[src/rtl/apb_manager.sv]
// APB manager: bridges a simple generic-bus requester onto an APB bus.
// A request accepted in IDLE is address-decoded into one of PrphNum
// subordinate regions and then driven through the SETUP and ACCESS phases.
// Optional feature macro: APB_MANAGER_TIMEOUT_EN adds an ACCESS-phase
// watchdog that ends a stalled transfer with an error after TimeoutCycles.
module apb_manager #(
    parameter int                   DataWidth     = 32,
    parameter int                   AddrWidth     = 32,
    parameter int                   ProtWidth     = 4,
    parameter int                   PrphNum       = 2,
    parameter logic [AddrWidth-1:0] BaseAddr      = 'h100,
    parameter int                   RegionBits    = 8,
    parameter int                   TimeoutCycles = 16
) (
    input  logic                     clk,
    input  logic                     nReset,
    input  logic                     req_wEn,
    input  logic                     req_rEn,
    input  logic [AddrWidth-1:0]     req_addr,
    input  logic [DataWidth-1:0]     req_wData,
    input  logic [DataWidth/8-1:0]   req_wStrb,
    input  logic [ProtWidth-1:0]     req_prot,
    output logic [DataWidth-1:0]     req_rData,
    output logic                     req_error,
    output logic                     req_busy,
    output logic                     bus_write,
    output logic                     bus_enable,
    output logic [AddrWidth-1:0]     bus_addr,
    output logic [DataWidth-1:0]     bus_wData,
    output logic [DataWidth/8-1:0]   bus_strb,
    output logic [ProtWidth-1:0]     bus_prot,
    output logic [PrphNum-1:0]       bus_selectors,
    input  logic [DataWidth-1:0]     bus_rData,
    input  logic                     bus_subError,
    input  logic                     bus_ready
);

    localparam int StrbWidth = DataWidth / 8;

    typedef enum logic [1:0] {
        IDLE,
        SETUP,
        ACCESS
    } state_t;

    state_t r_state;
    state_t w_stateNext;

    logic [DataWidth-1:0] r_rData;
    logic                 r_error;
    logic                 r_busy;
    logic                 r_write;
    logic                 r_enable;
    logic [AddrWidth-1:0] r_addr;
    logic [DataWidth-1:0] r_wData;
    logic [StrbWidth-1:0] r_strb;
    logic [ProtWidth-1:0] r_prot;
    logic [PrphNum-1:0]   r_sel;

    logic [DataWidth-1:0] w_rDataNext;
    logic                 w_errorNext;
    logic                 w_busyNext;
    logic                 w_writeNext;
    logic                 w_enableNext;
    logic [AddrWidth-1:0] w_addrNext;
    logic [DataWidth-1:0] w_wDataNext;
    logic [StrbWidth-1:0] w_strbNext;
    logic [ProtWidth-1:0] w_protNext;
    logic [PrphNum-1:0]   w_selNext;

    logic [AddrWidth-1:0] w_offset;
    logic [AddrWidth-1:0] w_idx;
    logic                 w_decErr;
    logic [PrphNum-1:0]   w_sel;
    logic                 w_oneReq;
    logic                 w_bothReq;

`ifdef APB_MANAGER_TIMEOUT_EN
    localparam int CntWidth = $clog2(TimeoutCycles + 1);
    logic [CntWidth-1:0] r_cnt;
    logic [CntWidth-1:0] w_cntNext;
`endif

    assign w_oneReq  = req_wEn ^ req_rEn;
    assign w_bothReq = req_wEn & req_rEn;

    // Decode the incoming address into a one-hot subordinate select
    // (addresses below the base or beyond the last region are errors).
    always_comb begin
        w_offset = req_addr - BaseAddr;
        w_idx    = w_offset >> RegionBits;
        w_decErr = (req_addr < BaseAddr) || (w_idx >= AddrWidth'(PrphNum));
        w_sel    = '0;
        for (int i = 0; i < PrphNum; i++) begin
            w_sel[i] = (w_idx == AddrWidth'(i));
        end
    end

    // Next-state and next-output logic; error is a pulse, so it defaults low.
    always_comb begin
        w_stateNext  = r_state;
        w_rDataNext  = r_rData;
        w_errorNext  = 1'b0;
        w_busyNext   = r_busy;
        w_writeNext  = r_write;
        w_enableNext = r_enable;
        w_addrNext   = r_addr;
        w_wDataNext  = r_wData;
        w_strbNext   = r_strb;
        w_protNext   = r_prot;
        w_selNext    = r_sel;
`ifdef APB_MANAGER_TIMEOUT_EN
        w_cntNext    = r_cnt;
`endif
        case (r_state)
            IDLE: begin
                w_busyNext   = 1'b0;
                w_enableNext = 1'b0;
                w_selNext    = '0;
                if (w_bothReq) begin
                    w_errorNext = 1'b1;
                end else if (w_oneReq) begin
                    if (w_decErr) begin
                        w_errorNext = 1'b1;
                    end else begin
                        w_addrNext  = req_addr;
                        w_wDataNext = req_wData;
                        w_strbNext  = req_wEn ? req_wStrb : '0;
                        w_protNext  = req_prot;
                        w_writeNext = req_wEn;
                        w_selNext   = w_sel;
                        w_busyNext  = 1'b1;
                        w_stateNext = SETUP;
                    end
                end
            end
            SETUP: begin
                w_enableNext = 1'b1;
                w_stateNext  = ACCESS;
`ifdef APB_MANAGER_TIMEOUT_EN
                w_cntNext    = '0;
`endif
            end
            ACCESS: begin
                if (bus_ready) begin
                    if (!r_write) begin
                        w_rDataNext = bus_rData;
                    end
                    w_errorNext  = bus_subError;
                    w_busyNext   = 1'b0;
                    w_selNext    = '0;
                    w_enableNext = 1'b0;
                    w_stateNext  = IDLE;
                end
`ifdef APB_MANAGER_TIMEOUT_EN
                else if (r_cnt == CntWidth'(TimeoutCycles - 1)) begin
                    w_errorNext  = 1'b1;
                    w_busyNext   = 1'b0;
                    w_selNext    = '0;
                    w_enableNext = 1'b0;
                    w_stateNext  = IDLE;
                end else begin
                    w_cntNext = r_cnt + 1'b1;
                end
`endif
            end
            default: begin
                w_stateNext = IDLE;
            end
        endcase
    end

    // State register.
    always_ff @(posedge clk) begin
        if (nReset) begin
            r_state <= IDLE;
        end else begin
            r_state <= w_stateNext;
        end
    end

    // Registered requester response and APB request outputs.
    always_ff @(posedge clk) begin
        if (nReset) begin
            r_rData  <= '0;
            r_error  <= 1'b0;
            r_busy   <= 1'b0;
            r_write  <= 1'b0;
            r_enable <= 1'b0;
            r_addr   <= '0;
            r_wData  <= '0;
            r_strb   <= '0;
            r_prot   <= '0;
            r_sel    <= '0;
        end else begin
            r_rData  <= w_rDataNext;
            r_error  <= w_errorNext;
            r_busy   <= w_busyNext;
            r_write  <= w_writeNext;
            r_enable <= w_enableNext;
            r_addr   <= w_addrNext;
            r_wData  <= w_wDataNext;
            r_strb   <= w_strbNext;
            r_prot   <= w_protNext;
            r_sel    <= w_selNext;
        end
    end

`ifdef APB_MANAGER_TIMEOUT_EN
    // ACCESS-phase cycle counter for the watchdog.
    always_ff @(posedge clk) begin
        if (nReset) begin
            r_cnt <= '0;
        end else begin
            r_cnt <= w_cntNext;
        end
    end
`endif

    assign req_rData     = r_rData;
    assign req_error     = r_error;
    assign req_busy      = r_busy;
    assign bus_write     = r_write;
    assign bus_enable    = r_enable;
    assign bus_addr      = r_addr;
    assign bus_wData     = r_wData;
    assign bus_strb      = r_strb;
    assign bus_prot      = r_prot;
    assign bus_selectors = r_sel;

endmodule

[config.mk]
export PLATFORM = sky130hd
export DESIGN_NAME = apb_manager
export DESIGN_NICKNAME = d
export VERILOG_FILES = /design/src/rtl/apb_manager.sv
export SDC_FILE = /design/constraint.sdc
export NUM_CORES = 1
export LEC_CHECK = 0
export CORE_MARGIN = 4
export CORE_UTILIZATION = 40
export DETAILED_ROUTE_END_ITERATION = 10
export GPL_TIMING_DRIVEN = 0
export PLACE_DENSITY = 0.77
export SKIP_CTS_REPAIR_TIMING = 1
export SLEW_MARGIN = 20
export SYNTH_ARGS = -nofsm -noshare
export SYNTH_HDL_FRONTEND = slang
export SYNTH_SLANG_ARGS = --single-unit
[constraint.sdc]
create_clock -name clk -period 3.9 [get_ports clk]
set_input_delay 0.39 -clock clk [delete_from_list [all_inputs] [get_ports clk]]
set_output_delay 0.39 -clock clk [all_outputs]
set_load 0.01 [all_outputs]
==> results.yml <==
clock_tree:
  clkLatencyLatePin_ns: 0.35
  cts-root-to-sink-buffers: 2
  worst_setup_hold_path_clk_slew_ns: 0.08
  cts.sink_count: 112
  cts_tree: "done"
  cts_root_buf: "sky130_fd_sc_hd__clkbuf_16"
  cts_inserted_buffers: 9
  cts.htree.levels: 3
place:
  port-buffer-count: 218
  detailedPlace.worstSlack_ns: 0.206
  placer_congestion: 0.813
  hpwl_detailed_mm: 12.0
  numPlacedInstances: 886
sta:
  setup_violations: 0
  skew_ns: 0.00990
  hold-worst-slack_ns: 0.458
  final.period_utilization_pct: 85.6
  post-route-worst-setup-slack_ns: 0.562
  clock.fmax_ghz: 0.300
  tightestPinTransition_ns: 1.01
  final_period_minus_worst_setup_slack_ns: 3.34
  rsz_0062_raised_after_global_routing: "no"
  total_neg_setup_slack_ns: 0
  report.final.slew_viol_count: 0
  max_slew_margin_pct: 32.3
  final-hold-violation-count: 0
drt:
  detail_route.drc_violations: 0
  route.antenna.remaining_nets: 0
  via_per_inst: 5.44
  drt-total-wl_mm: 15.8
  drt-initial-drc-count: 319
  routedWlPerCell_um: 17.5
  vias: 4908
  firstDrtPassIters: 5
yosys:
  synthesis.nets: 643
  netlist_top_cells_area: "sky130_fd_sc_hd__dfxtp_1, sky130_fd_sc_hd__a21oi_1, sky130_fd_sc_hd__o31ai_1"
  syn_area_per_cell_sq_um: 8.63
  synth_enable_flop_cells: 0
  synth_area_sq_um: 4560
  synthDistinctLibCells: 37
  yosysWarningCount: 0
  synthArstFlopShare_pct: 0
  sequential_cell_area_fraction_in_the_yosys_report_pct: 49.2
  post_synth_inst_count: 528
  synth.top_cell.area_share_pct: 49.2
  dominantRegCellSynth: "sky130_fd_sc_hd__dfxtp_1"
  yosys_register_bits: 112
  synth_area_leader_cell: "sky130_fd_sc_hd__dfxtp_1"
die:
  ios: 220
  floorplan.initialDensity_pct: 41.5
  chipHeight_um: 115
  design.core.area_sq_um: 11000
  die_width_um: 115
  placementRows: 38
  total_die_area_sq_um: 13200
run:
  maxCapViolCount: 0
outcome:
  run_status: "complete, no violations"
worst_setup_path:
  critical_path.endpoint_type: "flop"
  worst_setup_path_start_kind: "input pin"
  critical_path_required_ns: 4.17
  path_class: "input pin to flop"
  critical_path.max_fanout: 9
  worst_ep_arrival_time_ns: 3.61
final_layout:
  finalNonFillerCells: 902
  multi_input_area_sq_um: 2080
  area.growth.synth_to_final_pct: 58.2
  nFillCells: 933
  design.final.nets: 872
  antenna-diode-count: 0
  drive_above_1_share_pct: 3.28
  layout.area.seq_sq_um: 2240
global_route:
  grt_pass1_wl_mm: 24.3
  grt_start_max_net_pins: 20
  gr-total-overflow: 0
  grt_pass1_vias: 4734
  antenna_violations_before_repair: 0
  grt_resource_usage_total_pct: 23.1
pwr:
  power.total_mw: 2.23
  p_leak_nw: 2.37
  power.density_nw_per_um2: 310
  irDropWorstVdd_mv: 0.173
min_path:
  hold_path_class: "flop to flop"
==> Yosys cell counts, types with 2 or more instances <==
cell type                    n
sky130_fd_sc_hd__a32o_1      2
sky130_fd_sc_hd__inv_1       9
sky130_fd_sc_hd__clkbuf_1   51
sky130_fd_sc_hd__nor4_4      2
sky130_fd_sc_hd__nand4_1    53
sky130_fd_sc_hd__nand3b_1    2
sky130_fd_sc_hd__buf_2       2
sky130_fd_sc_hd__dfxtp_1   112
sky130_fd_sc_hd__or4_1       2
sky130_fd_sc_hd__o21a_1      3
sky130_fd_sc_hd__ha_1        5
sky130_fd_sc_hd__o31ai_1    49
sky130_fd_sc_hd__nor4_1      7
sky130_fd_sc_hd__a21oi_1    85
sky130_fd_sc_hd__or3_1       5
sky130_fd_sc_hd__nor3_1      8
sky130_fd_sc_hd__a211oi_1    2
sky130_fd_sc_hd__and3_1     22
sky130_fd_sc_hd__o21ai_0     4
sky130_fd_sc_hd__mux2i_1     4
sky130_fd_sc_hd__o311ai_0    2
sky130_fd_sc_hd__buf_1       2
sky130_fd_sc_hd__nor2_1      4
sky130_fd_sc_hd__nand2_1    71
sky130_fd_sc_hd__and2_1      2
sky130_fd_sc_hd__nand3_1     7
==> stage by stage <==
| step | instance area, sq um | util (%) |
|---|---|---|
| 5_1_grt | 7210 | 65.6 |
| 3_5_place_dp | 6930 | 63.1 |
| 2_1_floorplan | 4560 | - |
| 6_report | 7210 | 65.6 |
| 3_3_place_gp | 6910 | 62.9 |
| 4_1_cts | 7210 | 65.6 |
==> final timing paths <==
check / startpoint / end / slack (ns) / depth (start not counted)
hold reg to reg: req_rData[28] / req_rData[28] / 0.46 / 2
setup reg to reg: r_state[1] / bus_prot[3] / 1.59 / 6
hold / removal: req_rData[28] / req_rData[28] / 0.46 / 2
setup / recovery: req_addr[8] / bus_strb[0] / 0.56 / 9
==> routing by layer <==
| metal | GRT usage, % | share of wire [%] | vias to the layer above |
|---|---|---|---|
| li1 | - | - | 2410 |
| met1 | 28.6 | 41 | 2285 |
| met2 | 39.4 | 50 | 188 |
| met3 | 5.02 | 7.2 | 25 |
| met4 | 8.84 | 2.4 | 0 |
| met5 | 0 | 0 | - |
==> flip-flops by register name, indices dropped and copies added, names as in the netlist <==
name	count
bus_addr	32
req_busy	1
bus_strb	4
bus_write	1
req_error	1
bus_selectors	2
r_state	2
bus_prot	4
req_rData	32
bus_enable	1
bus_wData	32
==> report_power, final <==
| group | internal (mW) | switching [mW] |
|---|---|---|
| clock | 0.445 | 0.438 |
| combinational | 0.115 | 0.0914 |
| sequential | 1.14 | 0.000278 |
==> final cells by class <==
type	count	area share [%]
timing repair buffer	218	30.3
sequential	112	31.1
inverter	9	0.469
buffer	55	2.90
tap	140	2.43
multi-input combinational	352	28.9
clock inverter	6	0.712
clock buffer	10	3.18
==> placed cells by master, fill, tap and decap left out, types with 3 or more instances in the layout <==
master,n
sky130_fd_sc_hd__clkdlybuf4s50_1,218
sky130_fd_sc_hd__dfxtp_1,112
sky130_fd_sc_hd__a21oi_1,85
sky130_fd_sc_hd__nand2_1,71
sky130_fd_sc_hd__nand4_1,53
sky130_fd_sc_hd__clkbuf_1,52
sky130_fd_sc_hd__o31ai_1,49
sky130_fd_sc_hd__and3_1,22
sky130_fd_sc_hd__inv_1,9
sky130_fd_sc_hd__clkbuf_16,9
sky130_fd_sc_hd__nor3_1,8
sky130_fd_sc_hd__nand3_1,7
sky130_fd_sc_hd__nor4_1,5
sky130_fd_sc_hd__or3_1,5
sky130_fd_sc_hd__ha_1,5
sky130_fd_sc_hd__o21ai_0,4
sky130_fd_sc_hd__nor2_1,4
sky130_fd_sc_hd__mux2i_1,4
sky130_fd_sc_hd__nor4_2,3
sky130_fd_sc_hd__o21a_1,3
==> worst max-delay path, cell delays in order <==
cell,delay (ns)
sky130_fd_sc_hd__clkdlybuf4s50_1,0.68
sky130_fd_sc_hd__inv_1,0.12
sky130_fd_sc_hd__ha_1,0.28
sky130_fd_sc_hd__o41ai_1,0.46
sky130_fd_sc_hd__o211ai_1,0.21
sky130_fd_sc_hd__or4_1,0.49
sky130_fd_sc_hd__buf_2,0.20
sky130_fd_sc_hd__nor4_4,0.52
sky130_fd_sc_hd__mux2i_1,0.25
==> cells by family (layout without fill, tap and decap cells) <==
| family | count (synthesis) | in the layout | share of synthesized area, % |
|---|---|---|---|
| flops | 112 | 112 | 49.2 |
| compound gates | 153 | 153 | 20.5 |
| simple gates | 190 | 190 | 22.7 |
| mux | 4 | 4 | 0.879 |
| buf+inv | 64 | 298 | 5.33 |
| fa+ha+maj | 5 | 5 | 1.37 |
Power figures use the tool's default switching activity.
